`config.mk`:
```
export PLATFORM = sky130hd
export DESIGN_NAME = video_timing_scheduler
export DESIGN_NICKNAME = d
export VERILOG_FILES = /design/src/rtl/video_timing_pkg.sv /design/src/rtl/video_sync_delay.sv /design/src/rtl/video_timing_scheduler.sv
export SDC_FILE = /design/constraint.sdc
export NUM_CORES = 1
export LEC_CHECK = 0
export ABC_CLOCK_PERIOD_IN_PS = 2350
export CELL_PAD_IN_SITES_DETAIL_PLACEMENT = 1
export CELL_PAD_IN_SITES_GLOBAL_PLACEMENT = 2
export CORE_MARGIN = 8
export CORE_UTILIZATION = 24
export DETAILED_ROUTE_END_ITERATION = 10
export PLACE_DENSITY_LB_ADDON = 0.1
export SYNTH_ARGS = -nofsm -noshare
export SYNTH_HDL_FRONTEND = slang
export SYNTH_SLANG_ARGS = --single-unit
```
`constraint.sdc`:
```
create_clock -name clk -period 2.35 [get_ports clk]
set_input_delay 0.47 -clock clk [delete_from_list [all_inputs] [get_ports clk]]
set_output_delay 0.47 -clock clk [all_outputs]
set_load 0.05 [all_outputs]
```
`src/rtl/video_timing_pkg.sv`:
```
// video_timing_pkg
//   Shared types and constants for the video timing scheduler.
//   - h_state_e   : horizontal line FSM states
//   - sync_bits_t : the timing flags that travel through the latency pipe
//   - VGA_*       : 640x480@60 timing constants (used as parameter defaults)
//   - bar_rgb()   : colour-bar lookup used only by the optional test pattern
package video_timing_pkg;

    localparam int VGA_H_ACTIVE = 640;
    localparam int VGA_H_FP     = 16;
    localparam int VGA_H_SYNC   = 96;
    localparam int VGA_H_BP     = 48;
    localparam int VGA_V_ACTIVE = 480;
    localparam int VGA_V_FP     = 10;
    localparam int VGA_V_SYNC   = 2;
    localparam int VGA_V_BP     = 33;

    typedef enum logic [2:0] {
        ST_IDLE   = 3'd0,
        ST_SYNC   = 3'd1,
        ST_BP     = 3'd2,
        ST_ACTIVE = 3'd3,
        ST_FP     = 3'd4
    } h_state_e;

    // Flags are carried active-high; sync polarity is applied at the pins.
    typedef struct packed {
        logic hsync;
        logic vsync;
        logic de;
        logic frame_start;
    } sync_bits_t;

    // Bar index 0..7 -> {r,g,b} on/off:
    // white, yellow, cyan, green, magenta, red, blue, black.
    function automatic logic [2:0] bar_rgb(input logic [2:0] idx);
        return ~{idx[1], idx[2], idx[0]};
    endfunction

endpackage

```
`src/rtl/video_sync_delay.sv`:
```
// video_sync_delay
//   LAT-deep shift register that realigns timing flags with pixel data
//   returned by a source with LAT clocks of latency. LAT=0 is a wire.
//   Ports:
//     clk, rst_n : clock, asynchronous active-low reset (clears the pipe)
//     din        : W-bit flags for the current clock
//     dout       : din delayed by LAT clocks
module video_sync_delay
    import video_timing_pkg::*;
#(
    parameter int LAT = 2,
    parameter int W   = 4
) (
    input  logic         clk,
    input  logic         rst_n,
    input  logic [W-1:0] din,
    output logic [W-1:0] dout
);

    if (LAT == 0) begin : g_bypass
        logic unused_clk_rst;
        assign unused_clk_rst = clk ^ rst_n;
        assign dout = din;
    end else begin : g_pipe
        logic [W-1:0] pipe_q [LAT];
        logic [W-1:0] pipe_d [LAT];

        always_comb begin
            pipe_d[0] = din;
            for (int i = 1; i < LAT; i++) begin
                pipe_d[i] = pipe_q[i-1];
            end
        end

        always_ff @(posedge clk or negedge rst_n) begin
            if (!rst_n) begin
                for (int i = 0; i < LAT; i++) begin
                    pipe_q[i] <= '0;
                end
            end else begin
                pipe_q <= pipe_d;
            end
        end

        assign dout = pipe_q[LAT-1];
    end

endmodule

```
`src/rtl/video_timing_scheduler.sv`:
```
// video_timing_scheduler
//   Raster timing generator. A horizontal FSM (IDLE/SYNC/BP/ACTIVE/FP) walks
//   each line, a line counter walks the frame. Pixel fetches (pix_req,
//   pix_x, pix_y) are issued undelayed; hsync/vsync/de/frame_start are
//   delayed LAT clocks so they line up with the source colour returning.
//   Ports:
//     clk, rst_n            : pixel clock, asynchronous active-low reset
//     en                    : run request, sampled in IDLE and at frame wrap
//     pix_req/pix_x/pix_y   : fetch strobe and 0-based visible coordinates
//     src_r/src_g/src_b     : source colour, valid LAT clocks after pix_req
//     hsync/vsync           : syncs, active level SYNC_POL
//     de, red/green/blue    : data enable and gated output colour
//     frame_start           : one-clock pulse on the first active pixel
//     busy                  : running, including LAT clocks of pipe drain
//   Build option: define VIDEO_TIMING_TEST_PATTERN_EN to replace src_* with
//   eight vertical colour bars.
module video_timing_scheduler
    import video_timing_pkg::*;
#(
    parameter int   H_ACTIVE = VGA_H_ACTIVE,
    parameter int   H_FP     = VGA_H_FP,
    parameter int   H_SYNC   = VGA_H_SYNC,
    parameter int   H_BP     = VGA_H_BP,
    parameter int   V_ACTIVE = VGA_V_ACTIVE,
    parameter int   V_FP     = VGA_V_FP,
    parameter int   V_SYNC   = VGA_V_SYNC,
    parameter int   V_BP     = VGA_V_BP,
    parameter logic SYNC_POL = 1'b0,
    parameter int   W_RGB    = 8,
    parameter int   LAT      = 2
) (
    input  logic             clk,
    input  logic             rst_n,
    input  logic             en,
    output logic             pix_req,
    output logic [10:0]      pix_x,
    output logic [9:0]       pix_y,
    input  logic [W_RGB-1:0] src_r,
    input  logic [W_RGB-1:0] src_g,
    input  logic [W_RGB-1:0] src_b,
    output logic             hsync,
    output logic             vsync,
    output logic             de,
    output logic [W_RGB-1:0] red,
    output logic [W_RGB-1:0] green,
    output logic [W_RGB-1:0] blue,
    output logic             frame_start,
    output logic             busy
);

    localparam int          V_TOTAL     = V_SYNC + V_BP + V_ACTIVE + V_FP;
    localparam logic [10:0] H_SYNC_LAST = 11'(H_SYNC - 1);
    localparam logic [10:0] H_BP_LAST   = 11'(H_BP - 1);
    localparam logic [10:0] H_ACT_LAST  = 11'(H_ACTIVE - 1);
    localparam logic [10:0] H_FP_LAST   = 11'(H_FP - 1);
    localparam logic [9:0]  V_LAST      = 10'(V_TOTAL - 1);
    localparam logic [9:0]  V_SYNC_END  = 10'(V_SYNC);
    localparam logic [9:0]  V_VIS_START = 10'(V_SYNC + V_BP);
    localparam logic [9:0]  V_VIS_END   = 10'(V_SYNC + V_BP + V_ACTIVE);
    localparam logic [2:0]  LAT_L       = 3'(LAT);

    h_state_e    state_q, state_d;
    logic [10:0] h_cnt_q, h_cnt_d;
    logic [9:0]  v_cnt_q, v_cnt_d;
    logic [2:0]  drain_q, drain_d;

    sync_bits_t  raw_sync;
    sync_bits_t  dly_sync;
    logic        line_vis;

    // State register
    always_ff @(posedge clk or negedge rst_n) begin
        if (!rst_n) begin
            state_q <= ST_IDLE;
            h_cnt_q <= '0;
            v_cnt_q <= '0;
            drain_q <= '0;
        end else begin
            state_q <= state_d;
            h_cnt_q <= h_cnt_d;
            v_cnt_q <= v_cnt_d;
            drain_q <= drain_d;
        end
    end

    // Next state. en only matters in IDLE and on the last FP clock of the
    // frame; mid-frame toggles are deliberately ignored.
    always_comb begin
        state_d = state_q;
        h_cnt_d = h_cnt_q + 11'd1;
        v_cnt_d = v_cnt_q;
        case (state_q)
            ST_IDLE: begin
                h_cnt_d = '0;
                v_cnt_d = '0;
                if (en) state_d = ST_SYNC;
            end
            ST_SYNC: if (h_cnt_q == H_SYNC_LAST) begin
                state_d = ST_BP;
                h_cnt_d = '0;
            end
            ST_BP: if (h_cnt_q == H_BP_LAST) begin
                state_d = ST_ACTIVE;
                h_cnt_d = '0;
            end
            ST_ACTIVE: if (h_cnt_q == H_ACT_LAST) begin
                state_d = ST_FP;
                h_cnt_d = '0;
            end
            ST_FP: if (h_cnt_q == H_FP_LAST) begin
                h_cnt_d = '0;
                if (v_cnt_q == V_LAST) begin
                    v_cnt_d = '0;
                    state_d = en ? ST_SYNC : ST_IDLE;
                end else begin
                    v_cnt_d = v_cnt_q + 10'd1;
                    state_d = ST_SYNC;
                end
            end
            default: begin
                state_d = ST_IDLE;
                h_cnt_d = '0;
                v_cnt_d = '0;
            end
        endcase

        // Hold busy for LAT clocks after entering IDLE so the last flags
        // leave the delay pipe before busy drops.
        drain_d = drain_q;
        if (state_q != ST_IDLE && state_d == ST_IDLE) begin
            drain_d = LAT_L;
        end else if (drain_q != 3'd0) begin
            drain_d = drain_q - 3'd1;
        end
    end

    // Outputs
    always_comb begin
        line_vis             = (v_cnt_q >= V_VIS_START) && (v_cnt_q < V_VIS_END);
        raw_sync.hsync       = (state_q == ST_SYNC);
        raw_sync.vsync       = (state_q != ST_IDLE) && (v_cnt_q < V_SYNC_END);
        raw_sync.de          = (state_q == ST_ACTIVE) && line_vis;
        raw_sync.frame_start = raw_sync.de && (h_cnt_q == 11'd0) && (v_cnt_q == V_VIS_START);
        pix_req              = raw_sync.de;
        pix_x                = raw_sync.de ? h_cnt_q : 11'd0;
        pix_y                = raw_sync.de ? (v_cnt_q - V_VIS_START) : 10'd0;
        busy                 = (state_q != ST_IDLE) || (drain_q != 3'd0);
    end

    video_sync_delay #(
        .LAT (LAT),
        .W   (4)
    ) u_sync_delay (
        .clk  (clk),
        .rst_n(rst_n),
        .din  (raw_sync),
        .dout (dly_sync)
    );

    assign hsync       = dly_sync.hsync ? SYNC_POL : ~SYNC_POL;
    assign vsync       = dly_sync.vsync ? SYNC_POL : ~SYNC_POL;
    assign de          = dly_sync.de;
    assign frame_start = dly_sync.frame_start;

`ifdef VIDEO_TIMING_TEST_PATTERN_EN
    localparam int          BAR_W   = (H_ACTIVE / 8 > 0) ? H_ACTIVE / 8 : 1;
    localparam logic [10:0] BAR_W_L = 11'(BAR_W);

    logic [10:0] bar_full;
    logic [2:0]  bar_idx;
    logic [2:0]  bar_idx_dly;
    logic [2:0]  bar_col;
    logic        unused_src;

    // Bar index follows the same LAT delay as de so colour and de align.
    always_comb begin
        bar_full = h_cnt_q / BAR_W_L;
        bar_idx  = (bar_full > 11'd7) ? 3'd7 : bar_full[2:0];
    end

    video_sync_delay #(
        .LAT (LAT),
        .W   (3)
    ) u_bar_delay (
        .clk  (clk),
        .rst_n(rst_n),
        .din  (bar_idx),
        .dout (bar_idx_dly)
    );

    assign bar_col    = bar_rgb(bar_idx_dly);
    assign red        = {W_RGB{dly_sync.de & bar_col[2]}};
    assign green      = {W_RGB{dly_sync.de & bar_col[1]}};
    assign blue       = {W_RGB{dly_sync.de & bar_col[0]}};
    assign unused_src = ^{src_r, src_g, src_b};
`else
    assign red   = dly_sync.de ? src_r : '0;
    assign green = dly_sync.de ? src_g : '0;
    assign blue  = dly_sync.de ? src_b : '0;
`endif

endmodule

```
==> flow_metrics.py <==
metrics = {
    "yosys": {
        "syn_inst": 287,
        "syn_avg_cell_area_um2": 8.48,
        "syn_area_mm2": 0.00243,
        "synth_enable_flop_cells": 0,
        "synth-seq-cells": 35,
        "yosys_warnings": 0,
        "syn_nets": 320,
        "synth.distinct_cells": 50,
        "synth-async-reset-ratio": 1.00,
        "synth_top_flop_cell": "dfrtp_1",
        "ys_seq_area_frac": 0.360,
    },
    "finish": {
        "drive_gt1_frac": 0.355,
        "fin_nets": 423,
        "layout_common_cells": "buf_4, dfrtp_1, clkdlybuf4s50_1",
        "final_common_cell": "buf_4",
        "finalNonFillerCells": 524,
        "antenna_cells": 0,
        "fin_util": 0.418,
        "areaGrowthSynthToFinish_pct": 68.4,
    },
    "clock_network": {
        "ctsHoldBuffers": 0,
        "cts_root_buf": "clkbuf_8",
        "clock_latency_ps": 290,
        "numCtsBuffers": 5,
        "clock_sinks": 35,
        "cts_buffer_depth": 2,
        "cts_tree": "built",
        "cts-htree-levels": 2,
        "clk_pin_slew_ps": 80,
    },
    "floorplanning": {
        "die_h_um": 117,
        "die-area_mm2": 0.0136,
        "boundaryPins": 78,
        "rows": 36,
        "dieWidth_um": 117,
        "core-area_mm2": 0.00982,
        "start_util": 0.248,
    },
    "timing": {
        "period_needed_ps": 2520,
        "fin_skew_ps": 6.73,
        "fmax_mhz": 398,
        "rsz0062_at_grt": "true",
        "final-setup-viol-count": 22,
        "fin_crit_sh": 1.07,
        "tightest_slew_ps": 744,
        "setup_slack_ps": -165,
        "timing_hold_violations_final": 0,
        "drv_slew": 0,
        "maxSlewHeadroom": 0.502,
    },
    "grt": {
        "antenna_found_initial": 0,
        "grt_pass1_wl_um": 14300,
        "met2_usage": 0.218,
        "use_met3": 0.0326,
        "grt_pass1_vias": 2570,
        "use_met1": 0.177,
        "grt-busiest-layer": "met2",
        "global_route.overflow_total": 0,
        "grt_start_max_net_pins": 36,
        "grtUsageTotal": 0.136,
    },
    "placement": {
        "port_buffers": 77,
        "dp_cells": 513,
        "gp_congestion": 0.809,
        "detailed_place_hpwl_um": 6990,
    },
    "worst_setup_path": {
        "end_kind": "output port",
        "cp_slowest_stage_delay_ps": 390,
        "required_ps": 1880,
        "arrival_ps": 2050,
        "critPathKind": "reg2out",
        "cp_slowest_cell": "dfrtp_1",
        "cp.buffers_inverters": 3,
        "crit_chain": "ha_2 -> o41ai_4 -> a21oi_2 -> o221ai_2 -> inv_2 -> buf_12 -> and2_2 -> buf_6",
        "crit_family": "compound AO/OA/AOI/OAI gates",
        "cp-start-kind": "register",
        "path_max_fanout": 11,
    },
    "hold_path": {
        "worstHoldPathType": "in2async",
    },
    "drt": {
        "drc": 0,
        "post_drt_wl_per_cell_um": 17.4,
        "routed_wl_um": 9100,
        "antenna_left": 0,
        "dr.pass1.iters": 4,
        "vias": 2535,
        "drtIter0Drc": 58,
        "viasPerCell": 4.84,
    },
    "outcome": {
        "violations": "setup timing",
        "status": "complete, but fails checks",
    },
    "pwr": {
        "vdd_drop_max_mv": 0.189,
        "leakage_uw": 0.00178,
        "powerDensity_mw_per_mm2": 283,
    },
    "flow_run": {
        "max_cap_viol_count": 0,
    },
}
-- report_power, final --
group / internal [uW] / switching, uW
logic: 37.5 / 17.3
clock network: 267 / 238
registers: 602 / 0
total: 906 / 256
-- what timing repair did --
action / CTS / global route
pin swaps: 4 / 0
endpoints found under the setup margin: 22 / 22
gates resized for setup: 32 / 6
setup buffers: 2 / 1
-- cells in the mapped netlist, types with 2 or more instances --
cell type,instances,share of area
a211oi_1,3,0.0092
a21boi_0,2,0.0062
a21oi_1,16,0.033
a311oi_1,2,0.0072
a31o_2,3,0.011
a31oi_1,3,0.0077
and2_1,33,0.085
and3_1,9,0.023
and4_1,3,0.011
buf_2,2,0.0041
buf_6,2,0.0092
clkbuf_1,18,0.028
dfrtp_1,35,0.36
ha_1,6,0.031
inv_1,15,0.023
nand2_1,16,0.025
nand2b_1,2,0.0051
nand3_1,16,0.033
nand3b_1,2,0.0062
nand4_1,10,0.026
nor2_1,17,0.026
nor3_1,7,0.014
nor4_1,4,0.010
o211ai_1,3,0.0092
o21ai_0,13,0.027
o22ai_1,3,0.0077
o31ai_1,3,0.0092
or4_4,2,0.0092
xnor2_1,9,0.032
xor2_1,8,0.029
-- layout make-up --
type,instances,area (um2)
flip-flops and latches,35,878
multi-input cells,214,1500
clock buffers,7,96.3
well taps,133,166
inverters,15,56.3
fillers,1171,5720
clock inverters,1,7.51
repair buffers,119,1400
-- state kept, by name (all words and copies together) (netlist names) --
register                    cells
h_cnt_q                        11
v_cnt_q                        10
u_sync_delay.dout               4
u_sync_delay.g_pipe.pipe_d      4
drain_q                         3
state_q                         3
-- path summary, 6_finish.rpt --
check                                                        start                             end  slack (ps)  depth (start not counted)
setup / recovery                            v_cnt_q[1]$_DFFE_PN0P_                       pix_x[10]        -170                          8
hold / removal                                               rst_n            h_cnt_q[3]$_DFF_PN0_         210                          2
setup reg to reg                              h_cnt_q[0]$_DFF_PN0_          drain_q[1]$_DFFE_PN0P_         250                          5
hold reg to reg            u_sync_delay.g_pipe.pipe_d[2]$_DFF_PN0_  u_sync_delay.dout[2]$_DFF_PN0_         350                          0
max in group asynchronous                                    rst_n          v_cnt_q[4]$_DFFE_PN0P_        1770                          2
min in group clk           u_sync_delay.g_pipe.pipe_d[2]$_DFF_PN0_  u_sync_delay.dout[2]$_DFF_PN0_         350                          0
-- per-stage QoR --
stage          total power [uW]  hold WS [ps]  cell area (um2)  TNS, ps  setup WS [ps]
4_1_cts                    1180           230             4070    -1840           -162
3_5_place_dp                670           337             3830    -11.5          -11.5
3_3_place_gp                669           333             3830        0           28.1
5_1_grt                    1220           236             4100    -3630           -244
2_1_floorplan               614           174             2540    -2220           -167
6_report                   1160           209             4100    -2000           -165
-- routing by layer --
metal,up-vias,part of all wire
met5,-,0
met4,0,0.0097
met3,6,0.069
met2,78,0.43
met1,1222,0.49
li1,1229,-
-- cell families after synthesis --
kind of cell | synth area share
AO/OA/AOI/OAI | 0.177
XOR/XNOR | 0.0612
adder cells (fa/ha/maj) | 0.0308
buffers and inverters | 0.0658
flip-flops | 0.360
AND/OR/NAND/NOR | 0.305
Note: power is estimated with default switching activity, not from simulation.
